===== src/rtl/cpumem_arbiter_if.sv =====
// Bundle between the CPU/loader requesters, the arbiter and the single-port CPU memory.
// The arbiter takes the slave view; the requesters and memory together form the master view.
interface cpumem_arbiter_if #(
  parameter int ADDR_W = 11,
  parameter int DATA_W = 8
);
  logic              req0, req1;
  logic              we0, we1;
  logic              lock0, lock1;
  logic [ADDR_W-1:0] addr0, addr1;
  logic [DATA_W-1:0] wdata0, wdata1;
  logic              gnt0, gnt1;
  logic              rvalid0, rvalid1;
  logic [DATA_W-1:0] rdata;
  logic              mem_readwrite;
  logic [ADDR_W-1:0] mem_addr;
  logic [DATA_W-1:0] mem_wdata;
  logic [DATA_W-1:0] mem_rdata;

  modport slave (
    input  req0, req1, we0, we1, lock0, lock1, addr0, addr1, wdata0, wdata1, mem_rdata,
    output gnt0, gnt1, rvalid0, rvalid1, rdata, mem_readwrite, mem_addr, mem_wdata
  );

  modport master (
    output req0, req1, we0, we1, lock0, lock1, addr0, addr1, wdata0, wdata1, mem_rdata,
    input  gnt0, gnt1, rvalid0, rvalid1, rdata, mem_readwrite, mem_addr, mem_wdata
  );
endinterface


===== src/rtl/cpumem_arbiter.sv =====
// Round-robin arbiter with bounded burst lock sharing the 2048x8 CPU memory between CPU and loader.
// Optional grant/conflict statistics are built when CPUMEM_ARB_STATS_EN is defined.
module cpumem_arbiter #(
  parameter int ADDR_W   = 11,
  parameter int DATA_W   = 8,
  parameter int MAX_LOCK = 16
) (
  input  logic clk,
  input  logic reset,
  cpumem_arbiter_if.slave bus
`ifdef CPUMEM_ARB_STATS_EN
  ,
  output logic [15:0] stat_gnt0,
  output logic [15:0] stat_gnt1,
  output logic [15:0] stat_conflict
`endif
);

  localparam logic [7:0] MAX_CNT = 8'(MAX_LOCK);

  typedef enum logic {ST_UNLOCKED, ST_LOCKED} state_t;

  state_t      state_reg, state_next;
  logic        owner_reg, owner_next;
  logic        last_reg, last_next;
  logic [7:0]  cnt_reg, cnt_next;
  logic [1:0]  req, we, lock, gnt, owner_oh;
  logic        gidx;
  logic        rvalid_reg [2];

  logic              mem_rw_next;
  logic [ADDR_W-1:0] mem_addr_next;
  logic [DATA_W-1:0] mem_wdata_next;

  assign req  = {bus.req1, bus.req0};
  assign we   = {bus.we1, bus.we0};
  assign lock = {bus.lock1, bus.lock0};

  always_comb begin
    gnt        = 2'b00;
    gidx       = 1'b0;
    state_next = state_reg;
    owner_next = owner_reg;
    cnt_next   = cnt_reg;
    last_next  = last_reg;
    owner_oh   = owner_reg ? 2'b10 : 2'b01;
    if (!reset) begin
      if (state_reg == ST_LOCKED && (req & owner_oh) != 2'b00) begin
        // A full burst yields to a waiting contender; otherwise the owner keeps the memory.
        if (cnt_reg == MAX_CNT && (req & ~owner_oh) != 2'b00)
          gnt = ~owner_oh;
        else
          gnt = owner_oh;
      end else if (req == 2'b11) begin
        gnt = last_reg ? 2'b01 : 2'b10;
      end else begin
        gnt = req;
      end

      gidx = gnt[1];
      if (gnt != 2'b00) begin
        last_next = gidx;
        if (state_reg == ST_UNLOCKED || gidx != owner_reg) begin
          // Non-owner grant while locked: filler cycle if the owner is idle, else a hand-over.
          if (state_reg == ST_UNLOCKED || req[owner_reg]) begin
            if (lock[gidx]) begin
              state_next = ST_LOCKED;
              owner_next = gidx;
              cnt_next   = 8'd1;
            end else begin
              state_next = ST_UNLOCKED;
              cnt_next   = 8'd0;
            end
          end
        end else if (!lock[gidx]) begin
          state_next = ST_UNLOCKED;
          cnt_next   = 8'd0;
        end else if (cnt_reg != MAX_CNT) begin
          cnt_next = cnt_reg + 8'd1;
        end
      end
    end
  end

  always_ff @(posedge clk) begin
    if (reset) begin
      state_reg <= ST_UNLOCKED;
      owner_reg <= 1'b0;
      cnt_reg   <= 8'd0;
      last_reg  <= 1'b1;
    end else begin
      state_reg <= state_next;
      owner_reg <= owner_next;
      cnt_reg   <= cnt_next;
      last_reg  <= last_next;
    end
  end

  always_comb begin
    mem_rw_next    = 1'b1;
    mem_addr_next  = '0;
    mem_wdata_next = '0;
    if (gnt[0]) begin
      mem_rw_next    = ~we[0];
      mem_addr_next  = bus.addr0;
      mem_wdata_next = bus.wdata0;
    end else if (gnt[1]) begin
      mem_rw_next    = ~we[1];
      mem_addr_next  = bus.addr1;
      mem_wdata_next = bus.wdata1;
    end
  end

  assign bus.mem_readwrite = mem_rw_next;
  assign bus.mem_addr      = mem_addr_next;
  assign bus.mem_wdata     = mem_wdata_next;
  assign bus.gnt0          = gnt[0];
  assign bus.gnt1          = gnt[1];
  assign bus.rdata         = bus.mem_rdata;

  genvar gi;
  generate
    for (gi = 0; gi < 2; gi++) begin : g_rvalid
      always_ff @(posedge clk) begin
        if (reset)
          rvalid_reg[gi] <= 1'b0;
        else
          rvalid_reg[gi] <= gnt[gi] & ~we[gi];
      end
    end
  endgenerate

  // A read issued just before reset must not report data during the reset cycle.
  assign bus.rvalid0 = rvalid_reg[0] & ~reset;
  assign bus.rvalid1 = rvalid_reg[1] & ~reset;

`ifdef CPUMEM_ARB_STATS_EN
  logic [15:0] stat_gnt_reg [2];
  logic [15:0] stat_conflict_reg;

  generate
    for (gi = 0; gi < 2; gi++) begin : g_stat
      always_ff @(posedge clk) begin
        if (reset)
          stat_gnt_reg[gi] <= 16'd0;
        else if (gnt[gi] && stat_gnt_reg[gi] != 16'hFFFF)
          stat_gnt_reg[gi] <= stat_gnt_reg[gi] + 16'd1;
      end
    end
  endgenerate

  always_ff @(posedge clk) begin
    if (reset)
      stat_conflict_reg <= 16'd0;
    else if (req == 2'b11 && stat_conflict_reg != 16'hFFFF)
      stat_conflict_reg <= stat_conflict_reg + 16'd1;
  end

  assign stat_gnt0     = stat_gnt_reg[0];
  assign stat_gnt1     = stat_gnt_reg[1];
  assign stat_conflict = stat_conflict_reg;
`endif

endmodule

===== src/flat_wrapper.sv =====
// flat-port wrapper written by rule: the top's interface ports become plain ports
module cpumem_arbiter_flat 
#(
  parameter int ADDR_W   = 11,
  parameter int DATA_W   = 8,
  parameter int MAX_LOCK = 16
)
  (clk, reset, bus_req0, bus_req1, bus_we0, bus_we1, bus_lock0, bus_lock1, bus_addr0, bus_addr1, bus_wdata0, bus_wdata1, bus_mem_rdata, bus_gnt0, bus_gnt1, bus_rvalid0, bus_rvalid1, bus_rdata, bus_mem_readwrite, bus_mem_addr, bus_mem_wdata);
  cpumem_arbiter_if #(.ADDR_W(ADDR_W), .DATA_W(DATA_W)) bus_i ();
  input  logic clk;
  input  logic reset;
  input wire logic [$bits(bus_i.req0)-1:0] bus_req0;
  input wire logic [$bits(bus_i.req1)-1:0] bus_req1;
  input wire logic [$bits(bus_i.we0)-1:0] bus_we0;
  input wire logic [$bits(bus_i.we1)-1:0] bus_we1;
  input wire logic [$bits(bus_i.lock0)-1:0] bus_lock0;
  input wire logic [$bits(bus_i.lock1)-1:0] bus_lock1;
  input wire logic [$bits(bus_i.addr0)-1:0] bus_addr0;
  input wire logic [$bits(bus_i.addr1)-1:0] bus_addr1;
  input wire logic [$bits(bus_i.wdata0)-1:0] bus_wdata0;
  input wire logic [$bits(bus_i.wdata1)-1:0] bus_wdata1;
  input wire logic [$bits(bus_i.mem_rdata)-1:0] bus_mem_rdata;
  output wire logic [$bits(bus_i.gnt0)-1:0] bus_gnt0;
  output wire logic [$bits(bus_i.gnt1)-1:0] bus_gnt1;
  output wire logic [$bits(bus_i.rvalid0)-1:0] bus_rvalid0;
  output wire logic [$bits(bus_i.rvalid1)-1:0] bus_rvalid1;
  output wire logic [$bits(bus_i.rdata)-1:0] bus_rdata;
  output wire logic [$bits(bus_i.mem_readwrite)-1:0] bus_mem_readwrite;
  output wire logic [$bits(bus_i.mem_addr)-1:0] bus_mem_addr;
  output wire logic [$bits(bus_i.mem_wdata)-1:0] bus_mem_wdata;
  assign bus_i.req0 = bus_req0;
  assign bus_i.req1 = bus_req1;
  assign bus_i.we0 = bus_we0;
  assign bus_i.we1 = bus_we1;
  assign bus_i.lock0 = bus_lock0;
  assign bus_i.lock1 = bus_lock1;
  assign bus_i.addr0 = bus_addr0;
  assign bus_i.addr1 = bus_addr1;
  assign bus_i.wdata0 = bus_wdata0;
  assign bus_i.wdata1 = bus_wdata1;
  assign bus_i.mem_rdata = bus_mem_rdata;
  assign bus_gnt0 = bus_i.gnt0;
  assign bus_gnt1 = bus_i.gnt1;
  assign bus_rvalid0 = bus_i.rvalid0;
  assign bus_rvalid1 = bus_i.rvalid1;
  assign bus_rdata = bus_i.rdata;
  assign bus_mem_readwrite = bus_i.mem_readwrite;
  assign bus_mem_addr = bus_i.mem_addr;
  assign bus_mem_wdata = bus_i.mem_wdata;
  cpumem_arbiter #(.ADDR_W(ADDR_W), .DATA_W(DATA_W), .MAX_LOCK(MAX_LOCK)) u_core (.clk(clk), .reset(reset), .bus(bus_i));
endmodule

===== config.mk =====
export PLATFORM = sky130hd
export DESIGN_NAME = cpumem_arbiter_flat
export DESIGN_NICKNAME = d
export VERILOG_FILES = /design/src/rtl/cpumem_arbiter_if.sv /design/src/rtl/cpumem_arbiter.sv /design/src/flat_wrapper.sv
export SDC_FILE = /design/constraint.sdc
export NUM_CORES = 1
export LEC_CHECK = 0
export BUFFER_PORTS_ARGS = -buffer_cell sky130_fd_sc_hd__buf_4
export CORE_MARGIN = 4
export CORE_UTILIZATION = 36
export CTS_CLUSTER_SIZE = 24
export DETAILED_ROUTE_END_ITERATION = 16
export HOLD_SLACK_MARGIN = 0.02
export PLACE_DENSITY = 0.85
export SLEW_MARGIN = 20
export SYNTH_ARGS = -nofsm -noshare
export SYNTH_HDL_FRONTEND = slang
export SYNTH_SLANG_ARGS = --single-unit

===== constraint.sdc =====
create_clock -name clk -period 2.2 [get_ports clk]
set_clock_uncertainty 0.2 [all_clocks]
set_input_delay 0.22 -clock clk [delete_from_list [all_inputs] [get_ports clk]]
set_output_delay 0.22 -clock clk [all_outputs]
set_load 0.01 [all_outputs]

# After elaboration in Yosys (flattened, before gate mapping)
# Memories as Yosys holds them, arrays and structs flattened.
# Cells that the tools add are included.
[totals] regBits=11 ram_bits=2 input_bits=54 n_memories=1
[memory_table] name="u_core.rvalid_reg" words=2 word_bits=1 rd=2 rd_clocked_by_memory_dff=0 write_ports=2 line="cpumem_arbiter.sv:29" source="logic rvalid_reg [2];"
[op_classes] add_sub_neg=1 n_lt_le_gt_ge=2 eq_ne=7 muxes=31 bitwise_logic=13 n_reduce_logical=10
[ops] cell="2-to-1 mux 8 bit" count=6
[ops] cell="2-to-1 mux 11 bit" count=2
[ops] cell="2-to-1 mux 1 bit" count=16
[ops] cell="2-to-1 mux 2 bit" count=7
[ops] cell="adder 8 x 1 -> 8 bit, second input constant" count=1
[ops] cell="== test 8 x 5 -> 1 bit, second input constant" count=1
[ops] cell="inequality test 8 x 5 -> 1 bit, second input constant" count=1
[ops] cell="AND reduction 3 bit" count=2
[ops] cell="nonzero test 2 bit" count=3
[ops] cell="bitwise AND 1 bit" count=4
[ops] cell="bitwise AND 2 bit" count=2
[ops] cell="< comparator 1 x 2 -> 1 bit, second input constant" count=2
[ops] cell="NOT 1 bit" count=4
[ops] cell="AND reduction 4 bit" count=1
[ops] cell="inequality test 3 x 2 -> 1 bit, second input constant" count=1
[ops] cell="== test 2 bit, second input constant" count=1
[ops] cell="logical AND 1 bit" count=2
[ops] cell="logical OR 1 bit" count=2
[ops] cell="inequality test 2 x 1 -> 1 bit, second input constant" count=1
[ops] cell="inequality test 2 bit, second input constant" count=1
[ops] cell="NOT 2 bit" count=1
[ops] cell="OR 1 bit" count=2
[ops] cell="inequality test 1 bit" count=1

# Depth between registers and ports, before layout
[logic_depth] word_depth=13 depth_mapped=8 ltp_nobuf=7

# Worst setup path before layout
# No wires, ideal clock.
[synth_path] path_kind="register -> output" start="reg u_core.cnt_reg[0]" end="out bus_mem_addr[9]" t_arrival_ns=1.813 required_time_ns=1.780 setup_slack_ns=-0.033 stages_incl_launch_ff=9 path_cell_list="dfxtp_1 inv_1 ha_1 nand4bb_1 or2_4 a211oi_4 and2b_2 buf_6 a22o_1"
[synth_via] elab_chain_cells=8
[synth_lines] item="from (decl)" line="cpumem_arbiter.sv:26" source="logic [7:0] cnt_reg, cnt_next;"
[synth_lines] item="from (signal assigned)" line="cpumem_arbiter.sv:94" source="cnt_reg <= cnt_next;"
[synth_lines] item="== test 8 x 5 -> 1 bit" line="cpumem_arbiter.sv:50" source="if (cnt_reg == MAX_CNT && (req & ~owner_oh) != 2'b00)"
[synth_lines] item="logical AND 1 bit" line="cpumem_arbiter.sv:50"
[synth_lines] item="2-to-1 mux 2 bit" line="cpumem_arbiter.sv:50"
[synth_lines] item="2-to-1 mux 2 bit" line="cpumem_arbiter.sv:48" source="if (state_reg == ST_LOCKED && (req & owner_oh) != 2'b00) begin"
[synth_lines] item="2-to-1 mux 2 bit (2 in series)" line="cpumem_arbiter.sv:47" source="if (!reset) begin"
[synth_lines] item="named net bus_gnt1" line="flat_wrapper.sv:24" source="output wire logic [$bits(bus_i.gnt1)-1:0] bus_gnt1;"
[synth_lines] item="2-to-1 mux 11 bit" line="cpumem_arbiter.sv:107" source="end else if (gnt[1]) begin"
[synth_lines] item="2-to-1 mux 11 bit" line="cpumem_arbiter.sv:103" source="if (gnt[0]) begin"
[synth_lines] item="to (decl)" line="flat_wrapper.sv:29" source="output wire logic [$bits(bus_i.mem_addr)-1:0] bus_mem_addr;"
# The timed path passes the listed nets, and every way through them passes these cells. The select of a mux whose other input is x is not followed.

# Final worst setup path
[layout_path] start="reg u_core.cnt_reg[7]" end="out bus_mem_addr[5]"
[layout_via] elab_chain_cells=8
[layout_lines] item="== test 8 x 5 -> 1 bit *" line="cpumem_arbiter.sv:50"
[layout_lines] item="logical AND 1 bit *" line="cpumem_arbiter.sv:50"
[layout_lines] item="2-to-1 mux 2 bit *" line="cpumem_arbiter.sv:50"
[layout_lines] item="2-to-1 mux 2 bit *" line="cpumem_arbiter.sv:48"
[layout_lines] item="2-to-1 mux 2 bit * (2 in series)" line="cpumem_arbiter.sv:47"
[layout_lines] item="2-to-1 mux 11 bit" line="cpumem_arbiter.sv:107"
[layout_lines] item="2-to-1 mux 11 bit *" line="cpumem_arbiter.sv:103"
# Every way passes the cells marked *; elsewhere a longest branch is shown, timed or not. The select of a mux whose other input is x is not followed.

==> results.md <==
- Syn_area_per_cell: 8.58 um2
- Worst EP required: 1780 ps
- Htree depth: 1
- Worst setup endpoint: bus_mem_addr[5]
- Reg2reg end: u_core.last_reg
- CTS sink cnt: 13
- Fillers: 264
- Multi-input logic area: 774 um2
- Synth warn: 0
- Dpl hpwl: 2840 um
- Critical path type: reg2out
- Yosys reg bits: 13
- Final hold vios: 0
- ANT cells: 0
- Die Ht: 64.7 um
- Unrepaired setup endpoints after global routing: yes
- Launch point of the worst path: u_core.cnt_reg[7]
- Dpl cells: 249
- Setup violators final: 22
- Worst Reg-to-Reg Cells: 8
- Setup ws final: -471 ps
- Total wire length: 3850 um
- Placer Congestion: 0.858
- Routed vias: 1356
- Reg-to-reg critical path startpoint: u_core.cnt_reg[7]
- Die area: 4190 um2
- Number of synthesized flops with an enable pin: 0
- Clk root buf: clkbuf_4
- Post-synth ARST share: 0%
- Layer with the highest usage: met2
- Share of cells above drive strength 1: 52.8%
- # port buffers: 69
- CTS Buf Count: 3
- Max FO, Critical Path: 5
- Flip-flop and latch area: 265 um2
- Tmin final: 2670 ps
- Setup slack, reg-to-reg: 30 ps
- Site row count: 20
- Startpoint Class: register
- Synthesized area: 1160 um2
- Outcome: complete, but fails checks
- Mapped Cells: 135
- Leftover overflow at the end of global routing: 0
- Slew @ Worst Pin: 375 ps
- Fmax: 374 MHz
- Routed length per instance: 14.8 um
- DRT antenna net count: 0
- Die extent in x: 64.7 um
- Largest net degree at the start of global routing: 21
- Met3 usage: 5.20%
- Max-cap violations: 0
- Core area: 3080 um2
- Vias in the first global route: 1232
- HP Class: in2reg
- Drt pass-1 iters: 4
- GR Util All Layers: 17.8%
- Maximum VDD drop: 0.000371 V
- Starting Density: 37.6%
- Number of flip-flops in the largest register: 8
- First-pass GRT wire length: 5930 um
- PD cells: 390 nW/um2
- Routing usage on met2: 31.9%
- I/O pin cnt: 86
- Worst Path Arrival: 2250 ps
- Final Cycle Share: 121%
- Final non-filler cell total: 260
- Slew Viols, Final: 0
- Dpl cell area: 1760 um2
- Sequential-to-total area share from yosys stat: 22.5%
- Leak Pwr: 0.888 nW
- DRC: 0
- Post-synth net total: 191
- Area grow syn2layout: 65.3%
- CTS tree: done
- Failing checks: negative setup slack
- Top FF cell, synth: dfxtp_1
- Count of different cell masters after synthesis: 45
- Clk Latency, worst-skew pair: 290 ps
- Initial antenna violation count: 0
- Design area: 1920 um2
- Clk buf depth: 2
- Routed vias/inst: 5.22
- First-iteration detailed-routing DRC count: 68
- Crit. End Element: output port
- Worst-path clk slew: 80 ps
- Max_slew headroom: 74.9%
- Met1 GRT Util: 20.3%
- Nets: 273
power breakdown:
part | internal, W | switching (W) | total [W]
registers | 0.000245 | 0.00000578 | 0.000250
logic | 0.000197 | 0.000143 | 0.000340
clock network | 0.0000706 | 0.0000863 | 0.000157
total | 0.000512 | 0.000235 | 0.000747
worst min-delay path by stage:
stage | end | startpoint | cells after the start
3_3_place_gp | u_core.rvalid_reg[0] | bus_we0 | 2
4_1_cts | u_core.rvalid_reg[1] | bus_we1 | 2
5_1_grt | u_core.cnt_reg[6] | reset | 2
6_report | u_core.cnt_reg[6] | reset | 2
2_1_floorplan | u_core.rvalid_reg[0] | bus_we0 | 1
3_5_place_dp | u_core.rvalid_reg[0] | bus_we0 | 2
final cells by class:
class / instances / share of cell area [%]
Clock buffer: 4 / 1.37
Inverter: 4 / 0.784
Multi-Input combinational cell: 99 / 40.4
Sequential cell: 13 / 13.8
Tap cell: 44 / 2.87
Timing Repair Buffer: 96 / 40.7
cell usage in the layout (no fill, tap or decap), types with 2 or more instances in the layout:
master	count
o21ai_1	2
dfxtp_1	9
nor2_1	4
inv_1	2
a311oi_1	2
a21o_1	2
dfxtp_2	4
a21oi_1	4
o21ai_0	4
nand3b_1	2
a22o_1	19
nor3b_1	2
and3_1	3
dlygate4sd3_1	2
nand2b_1	2
inv_2	2
a211oi_1	4
buf_6	11
nand2_1	15
mux2i_1	2
nand3_1	2
clkbuf_4	3
a41oi_1	3
buf_4	82
nor2b_1	3
per-layer routing:
metal / vias up / wire [um]
met5: - / 0
met4: 0 / 39
met3: 8 / 294
met2: 59 / 1990
met1: 621 / 1520
li1: 668 / -
repair_timing:
action,4_1_cts,5_1_grt
resized for setup,9,12
endpoints found under the hold margin,1,1
hold buffers,1,1
endpoints found under the setup margin,22,23
cloned,1,1
buffers inserted,2,1
pin swaps,4,6
stage by stage:
step	TNS, ps	setup slack (ps)	utilization, %	total power [W]	hold slack, ps
6_report	-9300	-471	62.2	0.000747	58.4
5_1_grt	-11930	-595	62.2	0.000794	59.0
4_1_cts	-8880	-436	60.3	0.000732	29.1
3_5_place_dp	-2580	-146	57.3	0.000562	201
3_3_place_gp	-1830	-105	57.3	0.000557	196
2_1_floorplan	-245	-21.8	-	0.000425	96.8
kinds of logic after synthesis:
family	synth area share (%)
buffers and inverters	12.9
and+or+nand+nor	23.0
AOI/OAI and AO/OA	37.8
DFF	22.5
adders and majority gates	2.16
muxes	1.73
cell usage after synthesis, types with 2 or more instances:
cell      instances  area [um2]
o21ai_1           2        10.0
nor2_1            4        15.0
nand2_1          15        56.3
nand2b_1          3        18.8
buf_6             4        45.0
clkbuf_1          5        18.8
a211oi_1          4        30.0
and3_1            3        18.8
a21o_1            2        15.0
nor2b_1           3        18.8
nand3b_1          2        15.0
a21oi_1           4        20.0
buf_4             8        60.1
mux2i_1           2        20.0
buf_2             2        10.0
a311oi_1          2        17.5
o21ai_0           4        20.0
inv_1             4        15.0
a22o_1           19         166
ha_1              2        25.0
a41oi_1           3        26.3
nor3b_1           2        15.0
dfxtp_1          13         260
nand3_1           2        10.0
critical path: stages, from the launching register on:
cell and delay, ps:
dfxtp_2 320, or3_4 390, buf_6 130, nor4_4 290
buf_4 180, a221oi_4 40, nor2_4 170, buf_4 160
a22o_1 150, buf_4 120
(Power assumes the default switching activity.)
